## config.mk

```make
export PLATFORM = sky130hd
export DESIGN_NAME = frog_gate_collision
export DESIGN_NICKNAME = d
export VERILOG_FILES = /design/src/rtl/frog_gate_collision_pkg.sv /design/src/rtl/frog_gate_collision.sv
export SDC_FILE = /design/constraint.sdc
export NUM_CORES = 1
export LEC_CHECK = 0
export ABC_AREA = 1
export BUFFER_PORTS_ARGS = -buffer_cell sky130_fd_sc_hd__buf_2
export CAP_MARGIN = 20
export CORE_UTILIZATION = 48
export DETAILED_ROUTE_END_ITERATION = 10
export PLACE_DENSITY_LB_ADDON = 0.08
export SLEW_MARGIN = 20
export SYNTH_ARGS = -nofsm -noshare
export SYNTH_HDL_FRONTEND = slang
export SYNTH_SLANG_ARGS = --single-unit
```

## constraint.sdc

```tcl
create_clock -name CLK -period 1.1 [get_ports CLK]
set_input_delay 0.165 -clock CLK [delete_from_list [all_inputs] [get_ports CLK]]
set_output_delay 0.165 -clock CLK [all_outputs]
set_load 0.01 [all_outputs]
```

## src/rtl/frog_gate_collision_pkg.sv

```systemverilog
// Shared definitions for the frog/gate collision detector and the game-logic FSMs.
// Holds the detector state encoding and the default post-report cooldown length.
package frog_gate_collision_pkg;

    typedef enum logic {
        ARMED    = 1'b0,
        COOLDOWN = 1'b1
    } coll_state_e;

    localparam int COOLDOWN_FRAMES_DEFAULT = 30;

endpackage

```

## src/rtl/frog_gate_collision.sv

```systemverilog
// Per-frame frog/gate overlap detector: reports last frame's collisions as pulses one cycle after SOF.
// Latency 1 cycle from the SOF edge; no handshake or backpressure, consumers sample pulses when high.
module frog_gate_collision
    import frog_gate_collision_pkg::*;
#(
    parameter int COOLDOWN_FRAMES = COOLDOWN_FRAMES_DEFAULT,
    parameter int CNT_W           = 8
) (
    input  logic             CLK,
    input  logic             RESETn,
    input  logic             startOfFrame,
    input  logic             frog_draw_req,
    input  logic             gateA_draw_req,
    input  logic             gateB_draw_req,
    output logic             collision_A,
    output logic             collision_B,
    output logic             frog_hit,
    output logic [CNT_W-1:0] hit_count,
    output logic             armed
);

    localparam int CD_W = (COOLDOWN_FRAMES < 1) ? 1 : $clog2(COOLDOWN_FRAMES + 1);
    localparam logic [CD_W-1:0] CD_LOAD = CD_W'(COOLDOWN_FRAMES - 1);

    coll_state_e      state_q, state_d;
    logic             acc_a_q, acc_a_d;
    logic             acc_b_q, acc_b_d;
    logic [CD_W-1:0]  cd_cnt_q, cd_cnt_d;
    logic [CNT_W-1:0] hit_count_q, hit_count_d;
    logic             col_a_q, col_a_d;
    logic             col_b_q, col_b_d;
    logic             hit_q, hit_d;

    logic coin_a, coin_b, report;

    assign coin_a = frog_draw_req & gateA_draw_req;
    assign coin_b = frog_draw_req & gateB_draw_req;
    assign report = startOfFrame && (state_q == ARMED) && (acc_a_q || acc_b_q);

    always_ff @(posedge CLK) begin
        if (!RESETn) begin
            state_q     <= ARMED;
            acc_a_q     <= 1'b0;
            acc_b_q     <= 1'b0;
            cd_cnt_q    <= '0;
            hit_count_q <= '0;
            col_a_q     <= 1'b0;
            col_b_q     <= 1'b0;
            hit_q       <= 1'b0;
        end else begin
            state_q     <= state_d;
            acc_a_q     <= acc_a_d;
            acc_b_q     <= acc_b_d;
            cd_cnt_q    <= cd_cnt_d;
            hit_count_q <= hit_count_d;
            col_a_q     <= col_a_d;
            col_b_q     <= col_b_d;
            hit_q       <= hit_d;
        end
    end

    always_comb begin
        state_d  = state_q;
        cd_cnt_d = cd_cnt_q;
        if (startOfFrame) begin
            unique case (state_q)
                ARMED: begin
                    if (acc_a_q || acc_b_q) begin
                        state_d  = COOLDOWN;
                        cd_cnt_d = CD_LOAD;
                    end
                end
                COOLDOWN: begin
                    if (cd_cnt_q == '0) begin
                        state_d = ARMED;
                    end else begin
                        cd_cnt_d = cd_cnt_q - 1'b1;
                    end
                end
                default: state_d = ARMED;
            endcase
        end
    end

    always_comb begin
        // SOF starts the new frame's accumulation with its own coincidence
        acc_a_d     = startOfFrame ? coin_a : (acc_a_q | coin_a);
        acc_b_d     = startOfFrame ? coin_b : (acc_b_q | coin_b);
        col_a_d     = report & acc_a_q;
        col_b_d     = report & acc_b_q;
        hit_d       = report;
        hit_count_d = hit_count_q;
        if (report && (hit_count_q != {CNT_W{1'b1}})) begin
            hit_count_d = hit_count_q + 1'b1;
        end
    end

    assign collision_A = col_a_q;
    assign collision_B = col_b_q;
    assign frog_hit    = hit_q;
    assign hit_count   = hit_count_q;
    assign armed       = (state_q == ARMED);

endmodule

```

==> impl_metrics.yaml <==
run_status:
  status: "complete, but fails checks"
  failed_checks: "negative setup slack"
timing:
  tightest_slew_ns: 0.332
  fmax_ghz: 0.801
  final.min_clock_period_ns: 1.25
  grt_setup_unrepaired: "true"
  relSlewSlack: 0.778
  worst_slack_ns: -0.148
  finalMaxSlewViolations: 0
  fin_skew_ns: 0.0119
  hold_viol: 0
  setup_violations: 16
  period_share: 1.13
  worst_hold_slack_ns: 0.0949
finish:
  diodes: 0
  drive_gt1_frac: 0.497
  final_common_cell: "nand2_1"
  syn2layout_area_growth_pct: 58.0
  final_area_um2: 1530
  final_util: 0.848
  nets: 200
  mostFrequentLayoutCells: "nand2_1 (31), buf_4 (26), nor2_1 (19)"
pwr:
  pwr-share-clk: 0.273
  p_leak_uw: 0.000741
  power_uw: 1410
  power.internal_uw: 987
  p_switching_uw: 423
  swShare: 0.300
  combPwrFrac: 0.209
  power_density_nw_per_um2: 923
  sequentialPowerShare: 0.518
  worst_ir_drop_vdd_uv: 899
critical_path:
  critPathCaptureType: "register"
  path_cells: "buf_6, nand2_1, nor2_2, nand2_1, nor2_1, nor2_1, nor2_1"
  cp.arrival_ns: 1.51
  crit_end: "hit_count[7]$_SDFFE_PN0P_"
  r2r-end: "hit_count[7]$_SDFFE_PN0P_"
  cp-start-kind: "register"
  cp_slowest_cell: "dfxtp_2"
  rr_worst_depth: 7
  crit_family: "simple AND/OR/NAND/NOR gates"
  critPathBufInv: 1
  reg2reg_slack_ns: -0.15
  crit_start: "hit_count[3]$_SDFFE_PN0P_"
  path_depth: 7
  crit_fanout: 4
  path_class: "register to register"
  slowest_delay_ns: 0.36
  worstReg2RegStart: "hit_count[3]$_SDFFE_PN0P_"
  cp.required_ns: 1.36
  cpMostUsedCell: "nor2_1"
floorplan:
  fp.dieArea_um2: 2200
  die_y_um: 46.9
  fp.dieW_um: 46.9
  pin_count: 18
  core_um2: 1800
  start_util: 0.537
  rows: 15
grt:
  grt_antenna_before_repair: 0
  grt_max_degree: 12
  overflow: 0
  grt_pass1_vias: 1035
  grt_usage: 0.304
  grt_first_pass_wirelength_mm: 4.53
drt:
  drcViolationCount: 0
  drt_wl_total_mm: 2.95
  detail_route.wl_per_cell_um: 13.6
  drtIter0Drc: 40
  via_per_inst: 5.16
  vias: 1115
  ant_nets: 0
  drt_first_pass_iters: 4
placement:
  post-place-ws_ns: -0.153
  port_buffers: 17
  place_hpwl_mm: 1.71
  place_area_um2: 1250
  gp_congestion: 0.833
cts:
  clk_path_buf_depth: 2
  cts_inserted_buffers: 3
  h-tree-depth: 1
  clock_latency_ns: 0.32
  clk_pin_slew_ns: 0.13
  cts_tree: "yes"
  cts_sinks: 19
  cts-root-buf: "clkbuf_4"
  hold_buffers: 0
yosys:
  synthCells: 141
  synth_cell_type_count: 22
  ys_seq_elements: 19
  synth_area_um2: 967
  synth_seq_area_share: 0.393
  ys.warnings.count: 0
  postSynthAreaPerCell_um2: 6.86
  syn_nets: 149
hold_path:
  min_path_cells: 3
  hp-class: "input port to register"
flow_run:
  drv_cap: 0
## worst reg2reg max path: stages (launching register included)
cell and delay [ns]:
dfxtp_2 0.36, buf_6 0.11, nand2_1 0.13, nor2_2 0.21
nand2_1 0.09, nor2_1 0.14, nor2_1 0.06, nor2_1 0.10
## layout make-up
| class | count | area, um^2 |
|---|---|---|
| well taps | 25 | 31.3 |
| multi-input cells | 98 | 607 |
| clock buffers | 3 | 22.5 |
| clock inverters | 1 | 5.00 |
| fillers | 110 | 274 |
| flip-flops and latches | 19 | 397 |
| repair buffers | 48 | 380 |
| inverters | 22 | 85.1 |
## metrics by stage
stage / setup TNS (ns) / instances
after CTS: -0.559 / 214
after floorplan: -0.213 / 141
after global routing: -1.72 / 216
after global placement: -0.765 / 202
final: -0.970 / 216
after detailed placement: -1.13 / 202
## how the worst min path moves through the flow
stage                    from                  to
4_1_cts        gateA_draw_req  acc_a_q$_SDFF_PN0_
2_1_floorplan  gateA_draw_req  acc_a_q$_SDFF_PN0_
3_3_place_gp   gateA_draw_req  acc_a_q$_SDFF_PN0_
3_5_place_dp   gateA_draw_req  acc_a_q$_SDFF_PN0_
5_1_grt         frog_draw_req  acc_b_q$_SDFF_PN0_
6_report       gateA_draw_req  acc_a_q$_SDFF_PN0_
## synth_stat cells
master | n | area, um^2
nand3_2 | 1 | 10.0
buf_8 | 1 | 15.0
nand2_1 | 37 | 139
nand2_4 | 1 | 11.3
or2_2 | 1 | 6.26
nand2_2 | 1 | 6.26
nor2_1 | 20 | 75.1
nand3b_1 | 2 | 15.0
nor3_1 | 1 | 5.00
nand3_1 | 12 | 60.1
a31oi_1 | 1 | 6.26
buf_6 | 1 | 11.3
nand4_1 | 5 | 31.3
nor2_2 | 2 | 12.5
ha_1 | 2 | 25.0
nor2_8 | 1 | 20.0
buf_2 | 1 | 5.00
o21ai_0 | 2 | 10.0
a21oi_1 | 8 | 40.0
dfxtp_1 | 19 | 380
inv_2 | 3 | 11.3
inv_1 | 19 | 71.3
## cells by family after synthesis
| group | after synthesis | share of synthesized area |
|---|---|---|
| AOI/OAI and AO/OA | 11 | 0.0582 |
| adders and majority gates | 2 | 0.0259 |
| buffers and inverters | 25 | 0.118 |
| DFF | 19 | 0.393 |
| and+or+nand+nor | 84 | 0.405 |
## what timing repair did
item,CTS,global route
pin swaps,10,5
resized for setup,34,14
endpoints found under the setup margin,18,22
cloned,1,0
setup buffers,7,2
## flip-flops by register name, summed over array words and instances (netlist names)
signal and flops:
state_q 1, hit_count 8, cd_cnt_q 5, collision_B 1, collision_A 1, acc_a_q 1
acc_b_q 1, frog_hit 1
## metal layers
metal | wire length [um] | part of all wire | vias to the layer above | global-route usage
li1 | - | - | 546 | -
met2 | 1520 | 0.51 | 54 | 0.536
met1 | 1150 | 0.39 | 506 | 0.364
met3 | 205 | 0.070 | 9 | 0.0346
met4 | 73 | 0.025 | 0 | 0.149
met5 | 0 | 0 | - | 0
## power groups by stage
| stage | logic [uW] | clock network (uW) | registers, uW |
|---|---|---|---|
| 6_report | 295 | 385 | 731 |
| 5_1_grt | 318 | 419 | 734 |
| 4_1_cts | 273 | 384 | 730 |
| 3_5_place_dp | 213 | 0 | 743 |
| 3_3_place_gp | 206 | 0 | 741 |
| 2_1_floorplan | 129 | 0 | 748 |
No activity file was read; power rests on OpenSTA's default activity.
